### config.mk
export PLATFORM = sky130hd
export DESIGN_NAME = hs_tx_queue
export DESIGN_NICKNAME = d
export VERILOG_FILES = /design/src/rtl/hs_tx_queue.sv
export SDC_FILE = /design/constraint.sdc
export NUM_CORES = 1
export LEC_CHECK = 0
export CAP_MARGIN = 10
export CORE_MARGIN = 2
export CORE_UTILIZATION = 35
export DETAILED_ROUTE_END_ITERATION = 10
export HOLD_SLACK_MARGIN = 0.05
export PLACE_DENSITY = 0.52
export SETUP_SLACK_MARGIN = 0.3
export SYNTH_ARGS = -nofsm -noshare
export SYNTH_HDL_FRONTEND = slang
export SYNTH_SLANG_ARGS = --single-unit
### constraint.sdc
create_clock -name clk -period 2.55 [get_ports clk]
set_input_delay 0.765 -clock clk [delete_from_list [all_inputs] [get_ports clk]]
set_output_delay 0.765 -clock clk [all_outputs]
set_load 0.05 [all_outputs]
### src/rtl/hs_tx_queue.sv
// Circular 32-bit transmit queue with a three-phase offer/ack handshake
// (IDLE -> OFFER -> WAIT_RESP) toward a downstream slave.
module hs_tx_queue #(
  parameter int DEPTH = 4,
  parameter int AW    = 2
) (
  input  logic          clk,
  input  logic          reset,
  input  logic          wr_en,
  input  logic [31:0]   wr_data,
  output logic          full,
  output logic          empty,
  output logic [AW:0]   count,
  output logic          overflow,
  output logic          valid,
  output logic [31:0]   dout,
  input  logic          ready,
  input  logic          response
);

  typedef enum logic [1:0] {
    IDLE      = 2'd0,
    OFFER     = 2'd1,
    WAIT_RESP = 2'd2
  } state_t;

  state_t         state, state_nxt;
  logic [31:0]    mem [DEPTH];
  logic [AW-1:0]  wr_ptr, rd_ptr;
  logic [AW:0]    count_nxt;
  logic           push, pop;

  assign full  = (count == (AW+1)'(DEPTH));
  assign empty = (count == '0);

  // Write acceptance looks only at the current count, so a pop on the same
  // edge never makes room for a write that arrived while full.
  assign push = wr_en && !full;
  assign pop  = (state == WAIT_RESP) && response;

  always_comb begin
    count_nxt = count;
    unique case ({push, pop})
      2'b10:   count_nxt = count + (AW+1)'(1);
      2'b01:   count_nxt = count - (AW+1)'(1);
      default: count_nxt = count;
    endcase
  end

  always_comb begin
    state_nxt = state;
    unique case (state)
      IDLE:      if (count != '0) state_nxt = OFFER;
      OFFER:     if (ready)       state_nxt = WAIT_RESP;
      WAIT_RESP: if (response)    state_nxt = IDLE;
      default:                    state_nxt = IDLE;
    endcase
  end

  always_ff @(posedge clk or negedge reset) begin
    if (!reset) begin
      state    <= IDLE;
      wr_ptr   <= '0;
      rd_ptr   <= '0;
      count    <= '0;
      overflow <= 1'b0;
    end else begin
      state <= state_nxt;
      count <= count_nxt;
      if (push) wr_ptr <= wr_ptr + AW'(1);
      if (pop)  rd_ptr <= rd_ptr + AW'(1);
      if (wr_en && full) overflow <= 1'b1;
    end
  end

  always_ff @(posedge clk) begin
    if (push) mem[wr_ptr] <= wr_data;
  end

  // The head slot cannot be overwritten while occupied, so dout is stable in OFFER.
  assign valid = (state == OFFER);
  assign dout  = valid ? mem[rd_ptr] : '0;

endmodule

==> impl_metrics.json <==
{
  "status": "finished with violations",
  "violations": "setup timing",
  "power_density_nw_per_um2": 1410,
  "h-tree-depth": 4,
  "first_iter_violations": 150,
  "nets": 399,
  "skew_ns": 0.00755,
  "rows": 45,
  "slowest_delay_ns": 0.50,
  "io_buffers": 75,
  "path_class": "register to output pin",
  "synthCells": 250,
  "synth-adder-area-share": 0.0152,
  "syn_area_um2": 5420,
  "routed_wl_mm": 10.3,
  "rrSetupSlack_ns": 0.62,
  "regToRegEndpoint": "count[2]$_DFFE_PN0P_",
  "clk_pin_slew_ns": 0.06,
  "critPathMaxFanout": 8,
  "grt_pass1_vias": 2777,
  "start_util": 0.358,
  "period_needed_ns": 2.69,
  "muxShareOfSynthArea": 0.140,
  "routabilityCongestion": 0.735,
  "synth_warnings": 0,
  "layout_common_cells": "edfxtp_1, clkdlybuf4s50_1, mux4_2, and2_4, buf_12",
  "place_worst_setup_slack_ns": 0.0132,
  "synthSimpleGateAreaFrac": 0.0531,
  "grt_util_all_layers": 0.134,
  "die_width_um": 128,
  "start_kind": "register",
  "wire_per_inst_um": 18.5,
  "die_area_um2": 16500,
  "synth-compound-area-share": 0.00370,
  "ir_drop_uv": 526,
  "final_common_cell": "edfxtp_1",
  "fmax_ghz": 0.372,
  "leakage_nw": 2.66,
  "clock_sinks": 138,
  "path_cells": "buf_12, clkbuf_16, mux4_2, and2_4, buf_6",
  "slew_headroom": 0.657,
  "r2r.worst_path.cells": 9,
  "tightestPinTransition_ns": 0.513,
  "ys_types": 27,
  "dpl_cell_area_um2": 6630,
  "synth_top_family_by_area": "multiplexers",
  "crit-reg2reg-launch": "count[1]$_DFFE_PN0P_",
  "worst_ep_arrival_time_ns": 1.93,
  "area_growth_pct": 38.6,
  "grt_pass1_wl_mm": 15.6,
  "dp.cells": 520,
  "cts_tree": "done",
  "slew_viol_final": 0,
  "cap_violations": 0,
  "startpoint": "rd_ptr[0]$_DFFE_PN0P_",
  "antenna_found_initial": 0,
  "drc": 0,
  "clock-root-buffer": "clkbuf_16",
  "grt.overflow.total": 0,
  "grt_max_degree": 24,
  "drive_above_1_share": 0.453,
  "fin_cells": 557,
  "drtPass1Iterations": 4,
  "num_vias": 2661,
  "insertedDiodeCount": 0,
  "die_h_um": 128,
  "cts_max_path_buffers": 2,
  "synth-xor-area-share": 0.00970,
  "coreArea_um2": 15100,
  "stdcell_area_um2": 7510,
  "final.setup.worst_slack_ns": -0.141,
  "critPathCaptureType": "output pin",
  "total_power_mw": 10.6,
  "syn_area_per_cell_um2": 21.7,
  "period_share": 1.06,
  "ioPinCount": 76,
  "worstHoldPathType": "register to register",
  "ant_nets": 0,
  "rsz0062_at_grt": "yes",
  "finalHoldViolCount": 0,
  "ys_seq_area_frac": 0.756,
  "cts_inserted_buffers": 17,
  "critPathRequiredTime_ns": 1.79,
  "slowest_stage": "mux4_2",
  "place.detailed.hpwl_mm": 6.12,
  "syn_nets": 293,
  "clkLatencyLatePin_ns": 0.42,
  "crit_end": "dout[13]",
  "finalSetupViolCount": 32,
  "via_per_inst": 4.78,
  "ys_seq_elements": 138
}
cells by family (layout without fill, tap and decap cells):
logic type	after synthesis	count (layout)
AO/OA/AOI/OAI	3	3
AND/OR/NAND/NOR	46	46
multiplexers	34	34
flip-flops	138	138
buffers and inverters	17	136
adder cells (fa/ha/maj)	6	6
XOR/XNOR	6	6
layer usage:
| layer | part of all wire | GRT usage |
|---|---|---|
| met5 | 0 | 0 |
| met1 | 0.43 | 0.164 |
| met3 | 0.044 | 0.0486 |
| met4 | 0.013 | 0.0562 |
| met2 | 0.51 | 0.214 |
cell type report:
cell class,instances,area [um^2]
Fill cell,1265,7640
Inverter,6,22.5
Multi-Input combinational cell,95,1290
Tap cell,188,235
Sequential cell,138,4100
Timing Repair Buffer,98,1230
Clock inverter,15,200
Clock buffer,17,425
stage by stage:
stage                     hold slack (ns)   util  setup TNS, ns
after floorplan                     0.442      -              0
after global placement              0.452  0.438              0
after detailed placement            0.447  0.438              0
after CTS                           0.460  0.485          -5.07
after global routing                0.495  0.496          -5.49
final                               0.457  0.496          -3.58
critical path: cells and delay by family (launching register included):
| kind | cells | cell delay (ns) |
|---|---|---|
| buf+inv | 3 | 0.46 |
| flops | 1 | 0.37 |
| mux | 1 | 0.50 |
| simple gates | 1 | 0.17 |
where the power goes:
| part | switching [mW] | internal [mW] | leakage, nW | total (mW) |
|---|---|---|---|---|
| combinational | 2.50 | 2.28 | 1.08 | 4.78 |
| clock | 0.921 | 1.63 | 0.295 | 2.56 |
| sequential | 0.202 | 3.02 | 1.28 | 3.22 |
synth_stat cells (all sizes together):
master | count | area (um^2)
a21o | 1 | 7.51
nand2b | 1 | 6.26
xor2 | 3 | 26.3
fa | 1 | 20.0
nor3b | 1 | 12.5
inv | 6 | 22.5
nand2 | 2 | 7.51
nor4 | 1 | 6.26
mux4 | 32 | 736
nor2b | 2 | 12.5
edfxtp | 128 | 3840
mux2 | 1 | 11.3
and3b | 1 | 8.76
nor3 | 1 | 5.00
xnor2 | 3 | 26.3
clkbuf | 4 | 15.0
dfrtp | 10 | 250
a211oi | 1 | 7.51
o21ai | 1 | 5.00
mux2i | 1 | 10.0
and2 | 36 | 225
nor2 | 1 | 3.75
buf | 7 | 86.3
ha | 5 | 62.6
sequential cells by signal (all words and copies together), names as in the netlist:
name and count:
count 3, overflow 1, wr_ptr 2, mem 128
rd_ptr 2, state 2
worst min path at each step:
| stage | startpoint | end | cells past startpoint |
|---|---|---|---|
| floorplan | state[1]$_DFFE_PN0P_ | state[0]$_DFFE_PN0P_ | 1 |
| global placement | overflow$_DFFE_PN0P_ | overflow$_DFFE_PN0P_ | 1 |
| detailed placement | overflow$_DFFE_PN0P_ | overflow$_DFFE_PN0P_ | 1 |
| CTS | overflow$_DFFE_PN0P_ | overflow$_DFFE_PN0P_ | 1 |
| global route | overflow$_DFFE_PN0P_ | overflow$_DFFE_PN0P_ | 1 |
| finish | overflow$_DFFE_PN0P_ | overflow$_DFFE_PN0P_ | 1 |
repair_timing:
item,4_1_cts,5_1_grt
gates cloned,0,2
setup buffers,0,3
endpoints found under the setup margin,36,32
hold buffers,0,0
resized for setup,38,29
(Power assumes the default switching activity.)
